**config.mk**
```make
export PLATFORM = sky130hd
export DESIGN_NAME = instr_sequencer
export DESIGN_NICKNAME = d
export VERILOG_FILES = /design/src/rtl/cpu_pkg.sv /design/src/rtl/instr_sequencer.sv
export SDC_FILE = /design/constraint.sdc
export NUM_CORES = 1
export LEC_CHECK = 0
export ABC_AREA = 1
export CAP_MARGIN = 20
export CORE_AREA = 8 8 53 55
export DETAILED_ROUTE_END_ITERATION = 10
export DIE_AREA = 0 0 61 63
export GPL_TIMING_DRIVEN = 0
export PLACE_DENSITY_LB_ADDON = 0.3
export SETUP_SLACK_MARGIN = 0.3
export SYNTH_ARGS = -nofsm -noshare
export SYNTH_HDL_FRONTEND = slang
export SYNTH_SLANG_ARGS = --single-unit
```
**constraint.sdc**
```tcl
create_clock -name clock -period 3.3 [get_ports clock]
set_clock_uncertainty 0.05 [all_clocks]
set_input_delay 0.66 -clock clock [delete_from_list [all_inputs] [get_ports clock]]
set_output_delay 0.66 -clock clock [all_outputs]
set_load 0.01 [all_outputs]
```
**src/rtl/cpu_pkg.sv**
```systemverilog
// Shared CPU definitions: opcode encodings and the sequencer state set.
// The PC and the ALU decode from the same opcode constants.
package cpu_pkg;

  localparam logic [2:0] OP_HLT = 3'd0;
  localparam logic [2:0] OP_SKZ = 3'd1;
  localparam logic [2:0] OP_ADD = 3'd2;
  localparam logic [2:0] OP_AND = 3'd3;
  localparam logic [2:0] OP_XOR = 3'd4;
  localparam logic [2:0] OP_LDA = 3'd5;
  localparam logic [2:0] OP_STO = 3'd6;
  localparam logic [2:0] OP_JMP = 3'd7;

  typedef enum logic [3:0] {
    ST_INST_ADDR,
    ST_INST_FETCH,
    ST_DECODE,
    ST_OP_ADDR,
    ST_OP_FETCH,
    ST_EXEC,
    ST_STORE,
    ST_UPDATE,
    ST_HALTED,
    ST_LOAD
  } state_e;

  // Instructions that read a memory operand into the accumulator path.
  function automatic logic is_operand(input logic [2:0] op);
    return (op == OP_ADD) || (op == OP_AND) || (op == OP_XOR) || (op == OP_LDA);
  endfunction

endpackage

```
**src/rtl/instr_sequencer.sv**
```systemverilog
// Eight-phase fetch/decode/execute sequencer for the 8-bit RISC CPU.
// Owns the instruction register and the registered skip-on-zero flag.
module instr_sequencer
  import cpu_pkg::*;
#(
  parameter int DW = 8,
  parameter int AW = 5
) (
  input  logic          clock,
  input  logic          reset,
  input  logic          load_req,
  input  logic [AW-1:0] pc_value,
  input  logic [DW-1:0] mem_rdata,
  input  logic          acc_zero,
  output logic [AW-1:0] mem_addr,
  output logic          mem_rd,
  output logic          mem_wr,
  output logic          data_oe,
  output logic          acc_ld,
  output logic [2:0]    ir_opcode,
  output logic [AW-1:0] ir_addr,
  output logic          skz_cmp,
  output logic          pc_en,
  output logic          pc_load,
  output logic          halted
);

  state_e        state_q, state_d;
  logic [DW-1:0] ir_q, ir_d;
  logic          skz_q, skz_d;
  logic          opnd, sto;

  assign ir_opcode = ir_q[DW-1 -: 3];
  assign ir_addr   = ir_q[AW-1:0];
  assign skz_cmp   = skz_q;
  assign opnd      = is_operand(ir_opcode);
  assign sto       = (ir_opcode == OP_STO);

  // Loader takeover beats the normal flow; IR and skip flag hold while loading.
  always_comb begin
    state_d = state_q;
    ir_d    = ir_q;
    skz_d   = skz_q;
    if (load_req) begin
      state_d = ST_LOAD;
    end else begin
      unique case (state_q)
        ST_INST_ADDR:  state_d = ST_INST_FETCH;
        ST_INST_FETCH: begin
          state_d = ST_DECODE;
          ir_d    = mem_rdata;
        end
        ST_DECODE: begin
          state_d = ST_OP_ADDR;
          skz_d   = (ir_opcode == OP_SKZ) && acc_zero;
        end
        ST_OP_ADDR:    state_d = ST_OP_FETCH;
        ST_OP_FETCH:   state_d = ST_EXEC;
        ST_EXEC:       state_d = ST_STORE;
        ST_STORE:      state_d = ST_UPDATE;
        ST_UPDATE:     state_d = (ir_opcode == OP_HLT) ? ST_HALTED : ST_INST_ADDR;
        ST_HALTED:     state_d = ST_HALTED;
        ST_LOAD:       state_d = ST_INST_ADDR;
        default:       state_d = ST_INST_ADDR;
      endcase
    end
  end

  always_ff @(posedge clock) begin
    if (reset) begin
      state_q <= ST_INST_ADDR;
      ir_q    <= '0;
      skz_q   <= 1'b0;
    end else begin
      state_q <= state_d;
      ir_q    <= ir_d;
      skz_q   <= skz_d;
    end
  end

  // Moore outputs: strobes depend only on the state and the latched IR.
  always_comb begin
    mem_addr = pc_value;
    mem_rd   = 1'b0;
    mem_wr   = 1'b0;
    data_oe  = 1'b0;
    acc_ld   = 1'b0;
    pc_en    = 1'b0;
    pc_load  = 1'b0;
    halted   = 1'b0;
    unique case (state_q)
      ST_INST_ADDR, ST_INST_FETCH: mem_rd = 1'b1;
      ST_OP_ADDR, ST_OP_FETCH: begin
        mem_addr = ir_addr;
        mem_rd   = opnd;
      end
      ST_EXEC: begin
        mem_addr = ir_addr;
        mem_rd   = opnd;
        acc_ld   = opnd;
        data_oe  = sto;
      end
      ST_STORE: begin
        mem_addr = ir_addr;
        mem_wr   = sto;
        data_oe  = sto;
      end
      ST_UPDATE: pc_en   = (ir_opcode != OP_HLT);
      ST_HALTED: halted  = 1'b1;
      ST_LOAD:   pc_load = 1'b1;
      default: ;
    endcase
  end

endmodule
```
## After elaboration in Yosys (flattened, before gate mapping)

Cells that the tools add are included.

| operators by class | value |
|---|---|
| add/subtract/negate cells | 0 |
| $mul | 0 |
| div/mod/pow operators | 0 |
| order comparisons | 0 |
| equality and inequality tests | 15 |
| shift operators | 0 |
| multiplexer cells | 11 |
| bitwise operators | 1 |
| reduce and logical (&&, ||, !) cells | 14 |

Operator list:

| operator | number |
|---|---|
| $pmux W4 S9 | 1 |
| $eq A4 B3 Y1 const B | 4 |
| $eq A3 B3 Y1 const B | 3 |
| $eq A4 B2 Y1 const B | 2 |
| $eq A4 B4 Y1 const B | 2 |
| $mux W4 | 2 |
| $eq A3 B2 Y1 const B | 2 |
| $mux W1 | 6 |
| $reduce_or A2 Y1 | 3 |
| $mux W5 | 1 |
| $eq A4 B1 Y1 const B | 1 |
| $logic_not A4 Y1 | 1 |
| $reduce_and A2 Y1 | 2 |
| $reduce_or A4 Y1 | 1 |
| $eq A3 B1 Y1 const B | 1 |
| $logic_not A3 Y1 | 1 |
| $logic_or A1 B1 Y1 | 3 |
| $reduce_bool A3 Y1 | 1 |
| $reduce_or A3 Y1 | 1 |
| $pmux W1 S2 | 1 |
| $logic_and A1 B1 Y1 | 1 |
| $not A1 Y1 | 1 |

| storage, ports and cells | value |
|---|---|
| register bits | 13 |
| bits in latches | 0 |
| memory bits (writable) | 0 |
| bits in read-only memories | 0 |
| output and inout bits | 21 |
| memories | 0 |

## Depth between registers and ports, before layout

| depth | value |
|---|---|
| word-level depth | 5 |
| gate-level depth with buffers | 7 |
| depth with buffers taken out | 7 |

## Worst setup path after synthesis

OpenSTA, ideal clock, no wires.

| timing | value |
|---|---|
| path kind | register to output |
| start point | register state_q[0] |
| end point | output mem_addr[0] |
| data arrival time | 952 ps |
| data required time | 2590 ps |
| path slack | 1638 ps |
| cell stages (with the launch flop) | 8 |
| buffers on the path | 0 |
| path through | dfxtp_1 inv_1 nand2_1 nand2_1 nand2_4 nand3_4 nand2_1 nand2_1 |

| between the ends | value |
|---|---|
| word-level cells in the longest chain between the ends | 3 |

RTL lines:

| element | line | RTL |
|---|---|---|
| start, declared | instr_sequencer.sv:28 | `state_e state_q, state_d;` |
| start signal, assigned | instr_sequencer.sv:75 | `state_q <= state_d;` |
| $eq A4 B3 Y1 or $eq A4 B2 Y1 (tied branches) | instr_sequencer.sv:91 | `unique case (state_q)` |
| $reduce_or A4 Y1 (no line) (*) | -- |  |
| $mux W5 (*) | instr_sequencer.sv:91 |  |
| end, declared | instr_sequencer.sv:15 | `output logic [AW-1:0] mem_addr,` |

Every way passes the cells marked *; elsewhere a longest branch is shown, timed or not.

## Worst setup path in the final report

| timing | value |
|---|---|
| start point | register state_q[3] |
| end point | output mem_addr[4] |

Same word-level chain as after synthesis.

==> out/results.env <==
CRIT-REG2REG-LAUNCH='state_q[3]$_SDFF_PP0_'
R2R_END='ir_q[5]$_SDFFE_PP0P_'
BUFFER_PORTS.INSERTED=37
GRT_REMAINING_OVERFLOW=0
CLK-INSERTION-DELAY-LATE_NS=0.27
SYNTHESIS.AREA_PER_INSTANCE_UM2=6.494
WORSTSETUPPATHTYPE='flop to output pin'
CLK_ROOT_BUFFER_CELL='sky130_fd_sc_hd__clkbuf_4'
SETUP-VIOLATIONS-FINAL=0
FIRSTDRTPASSITERS=6
NUMBER_OF_GLOBAL_ROUTE_VIAS_BEFORE_REPAIR=847
MULTI_INPUT_GATE_AREA_UM2=467.9
ROUTED_WIRELENGTH_UM=2204
GPL_CONGESTION=0.8243
CRITICAL_PATH_SOURCE_TYPE='flop'
ANTENNA-DIODE-COUNT=0
WORST_IR_DROP_VDD_uV=265.4
NUMCLOCKSINKS=13
CPPEAKSTAGEDELAY_NS=0.54
TIMING.FINAL.CRIT_PERIOD_NS=2.552
POWER_DENSITY_nW_PER_UM2=309.0
WORSTHOLDENDPOINT='ir_q[0]$_SDFFE_PP0P_'
FP.DIEAREA_UM2=3843
CRIT_PATH_MAX_FANOUT=6
DP.CELLS=186
FINAL_NET_COUNT=180
DRC=0
TOTAL_POWER_uW=376.2
SYNTH_SEQ_CELLS=13
CELLLEAKAGEPOWER_uW=0.0005478
MIN_PATH_TYPE='flop to flop'
POST-DP-HPWL_UM=1832
SYNTH-WARNING-COUNT=0
MAXCAPVIOLCOUNT=0
SYNTHDISTINCTLIBCELLS=18
TIGHTEST_SLEW_NS=0.3456
CRIT_PATH_FREQUENT_CELL='sky130_fd_sc_hd__nand2_1'
CTS.CLK_SLEW.WORST_PATHS_NS=0.08
FILLERS=196
CLK_PATH_BUF_DEPTH=2
POST_SYNTHESIS_NET_COUNT=138
WIRE_LENGTH_OF_THE_FIRST_GLOBAL_ROUTING_PASS_UM=3622
CTS_SETUP_BUFFERS=0
SYN_INST=121
HTREEDEPTH=1
DESIGN.PORTCOUNT=38
FF2FF_SETUP_SLACK_NS=2.12
WORST_R2R_PATH_DEPTH=5
FINAL_MIN_PERIOD_OVER_CLOCK_PERIOD_PCT=77.35
CRIT_CHAIN='nor2_1 > nand2_1 > nand2_2 > inv_2 > nand3_1 > nand2_1 > clkdlybuf4s50_1'
SETUP_TOTAL_NEGATIVE_SLACK_NS=0
DETAIL_ROUTE.WL_PER_CELL_UM=11.60
DETAIL_ROUTE.ITER0.VIOLATIONS=13
STD_CELL_ROWS=17
INITIAL_CORE_UTIL_PCT=38.08
CTSHOLDBUFFERS=0
POST_SYNTH_INSTANCE_AREA_UM2=785.8
STATUS='completed'
ARRIVAL_NS=1.84
ANTENNA_VIOLATING_NETS_POST_ROUTE=0
STDCELL_COUNT=190
NUM_VIAS=880
SYNTH_SEQUENTIAL_AREA_RATIO_PCT=33.12
FLOW.AREA_GROWTH_FROM_SYNTHESIS_PCT=54.94
VIAS_PER_CELL=4.632
WORSTSETUPENDPOINTTYPE='output pin'
REQUIRED_NS=2.59
CTS_TREE='yes'
NUMBER_OF_ANTENNA_VIOLATIONS_AT_THE_FIRST_CHECK_IN_GLOBAL_ROUTING=0
FMAX_MHz=391.8
MAX-SLEW-MARGIN-REL_PCT=76.89
CRIT_PATH_TOP_DELAY_CELL='sky130_fd_sc_hd__clkdlybuf4s50_1'
CTS_BUFFERS=3
FINAL-SEQ-AREA_UM2=260.3
DIE_HEIGHT_UM=63
WORST-PATH-BUF-INV=2
FINALHOLDWORSTSLACK_NS=0.4531
TIMING_HOLD_VIOLATIONS_FINAL=0
DIE_WD_UM=61
CPLARGESTDELAYFAMILY='buffers and inverters'
MAXIMUM_NUMBER_OF_PINS_ON_ONE_NET_BEFORE_GLOBAL_ROUTE_REPAIR=11
WORSTHOLDPATHCELLS=2
MAXSLEWVIOLCOUNT=0
FP.COREAREA_UM2=2063
GRT_SETUP_UNREPAIRED='no'
POST_CTS_RESIZE_COUNT=0
HOLD_PATH_STARTPOINT='ir_q[0]$_SDFFE_PP0P_'
FRACTION_OF_FINAL_LAYOUT_CELLS_WITH_DRIVE_STRENGTH_GREATER_THAN_1_PCT=10.49
FINISH.UTILIZATION_PCT=59.01
GRTUSAGETOTAL_PCT=11.60
logic make-up (layout without fill, tap and decap cells):
| logic type | count (synthesis) | after routing | synth area share (%) |
|---|---|---|---|
| buffers and inverters | 15 | 56 | 7.323 |
| DFF | 13 | 13 | 33.12 |
| AOI/OAI and AO/OA | 5 | 5 | 3.504 |
| and+or+nand+nor | 88 | 88 | 56.05 |
layout make-up:
type                       instances  area share, %
clock buffer                       4          2.158
inverter                          14          4.317
buffer                             1         0.4111
timing repair buffer              37          30.42
sequential                        13          21.38
multi-input combinational         93          38.44
tap                               28          2.878
cell usage in the layout, fill, tap and decap left out, drive strengths merged:
cell,instances
a21oi,4
dfxtp,13
inv,13
nand3b,8
nor3,4
nor2,28
o211ai,1
buf,1
clkbuf,4
nand3,8
nor3b,1
nand2,39
clkdlybuf4s50,37
clkinv,1
sequential cells by signal, summed over array words and instances (netlist names):
signal and count:
ir_q 8, skz_cmp 1, state_q 4
synthesized netlist by cell type, drive strengths merged:
master	count	area share, %
nand3b	8	7.6
inv	13	6.2
o211ai	1	0.96
nor3b	1	0.96
nor2	28	15
buf	1	0.64
a21oi	4	2.5
nand3	8	6.7
nand2	39	21
dfxtp	13	33
nor3	4	4.0
clkinv	1	0.48
worst max path at each step:
stage                                from           to  slack, ns  cells past startpoint
global route        state_q[3]$_SDFF_PP0_  mem_addr[4]       0.61                      7
floorplan           state_q[0]$_SDFF_PP0_  mem_addr[0]       1.64                      7
detailed placement            pc_value[4]  mem_addr[4]       0.78                      4
global placement              pc_value[0]  mem_addr[0]       0.80                      4
finish              state_q[3]$_SDFF_PP0_  mem_addr[4]       0.75                      7
CTS                 state_q[3]$_SDFF_PP0_  mem_addr[4]       0.73                      7
per-stage QoR:
stage          setup WS (ns)  instance area [um2]
2_1_floorplan          1.638                785.8
3_3_place_gp          0.8038                 1191
3_5_place_dp          0.7785                 1191
4_1_cts               0.7274                 1217
5_1_grt               0.6104                 1217
6_report              0.7475                 1217
where the power goes:
| part | internal, uW | switching, uW | total (uW) | leakage, uW |
|---|---|---|---|---|
| clock | 46.7 | 52.2 | 98.8 | 0.0000150 |
| sequential | 166 | 9.28 | 175 | 0.000106 |
| combinational | 55.7 | 46.7 | 102 | 0.000426 |
tightest hold or removal path: cells and delay by family (launching register included):
kind	cells	cell delay [ns]
flip-flops	1	0.33
AND/OR/NAND/NOR	2	0.14
routing by layer:
| layer | GRT usage, % | part of all wire (%) | wire [um] |
|---|---|---|---|
| met2 | 19.31 | 48 | 1051 |
| met5 | 0 | 0 | 0 |
| met1 | 13.36 | 43 | 956 |
| met4 | 3.499 | 0.64 | 14 |
| met3 | 3.704 | 8.3 | 182 |
Note: power is estimated with default switching activity, not from simulation.
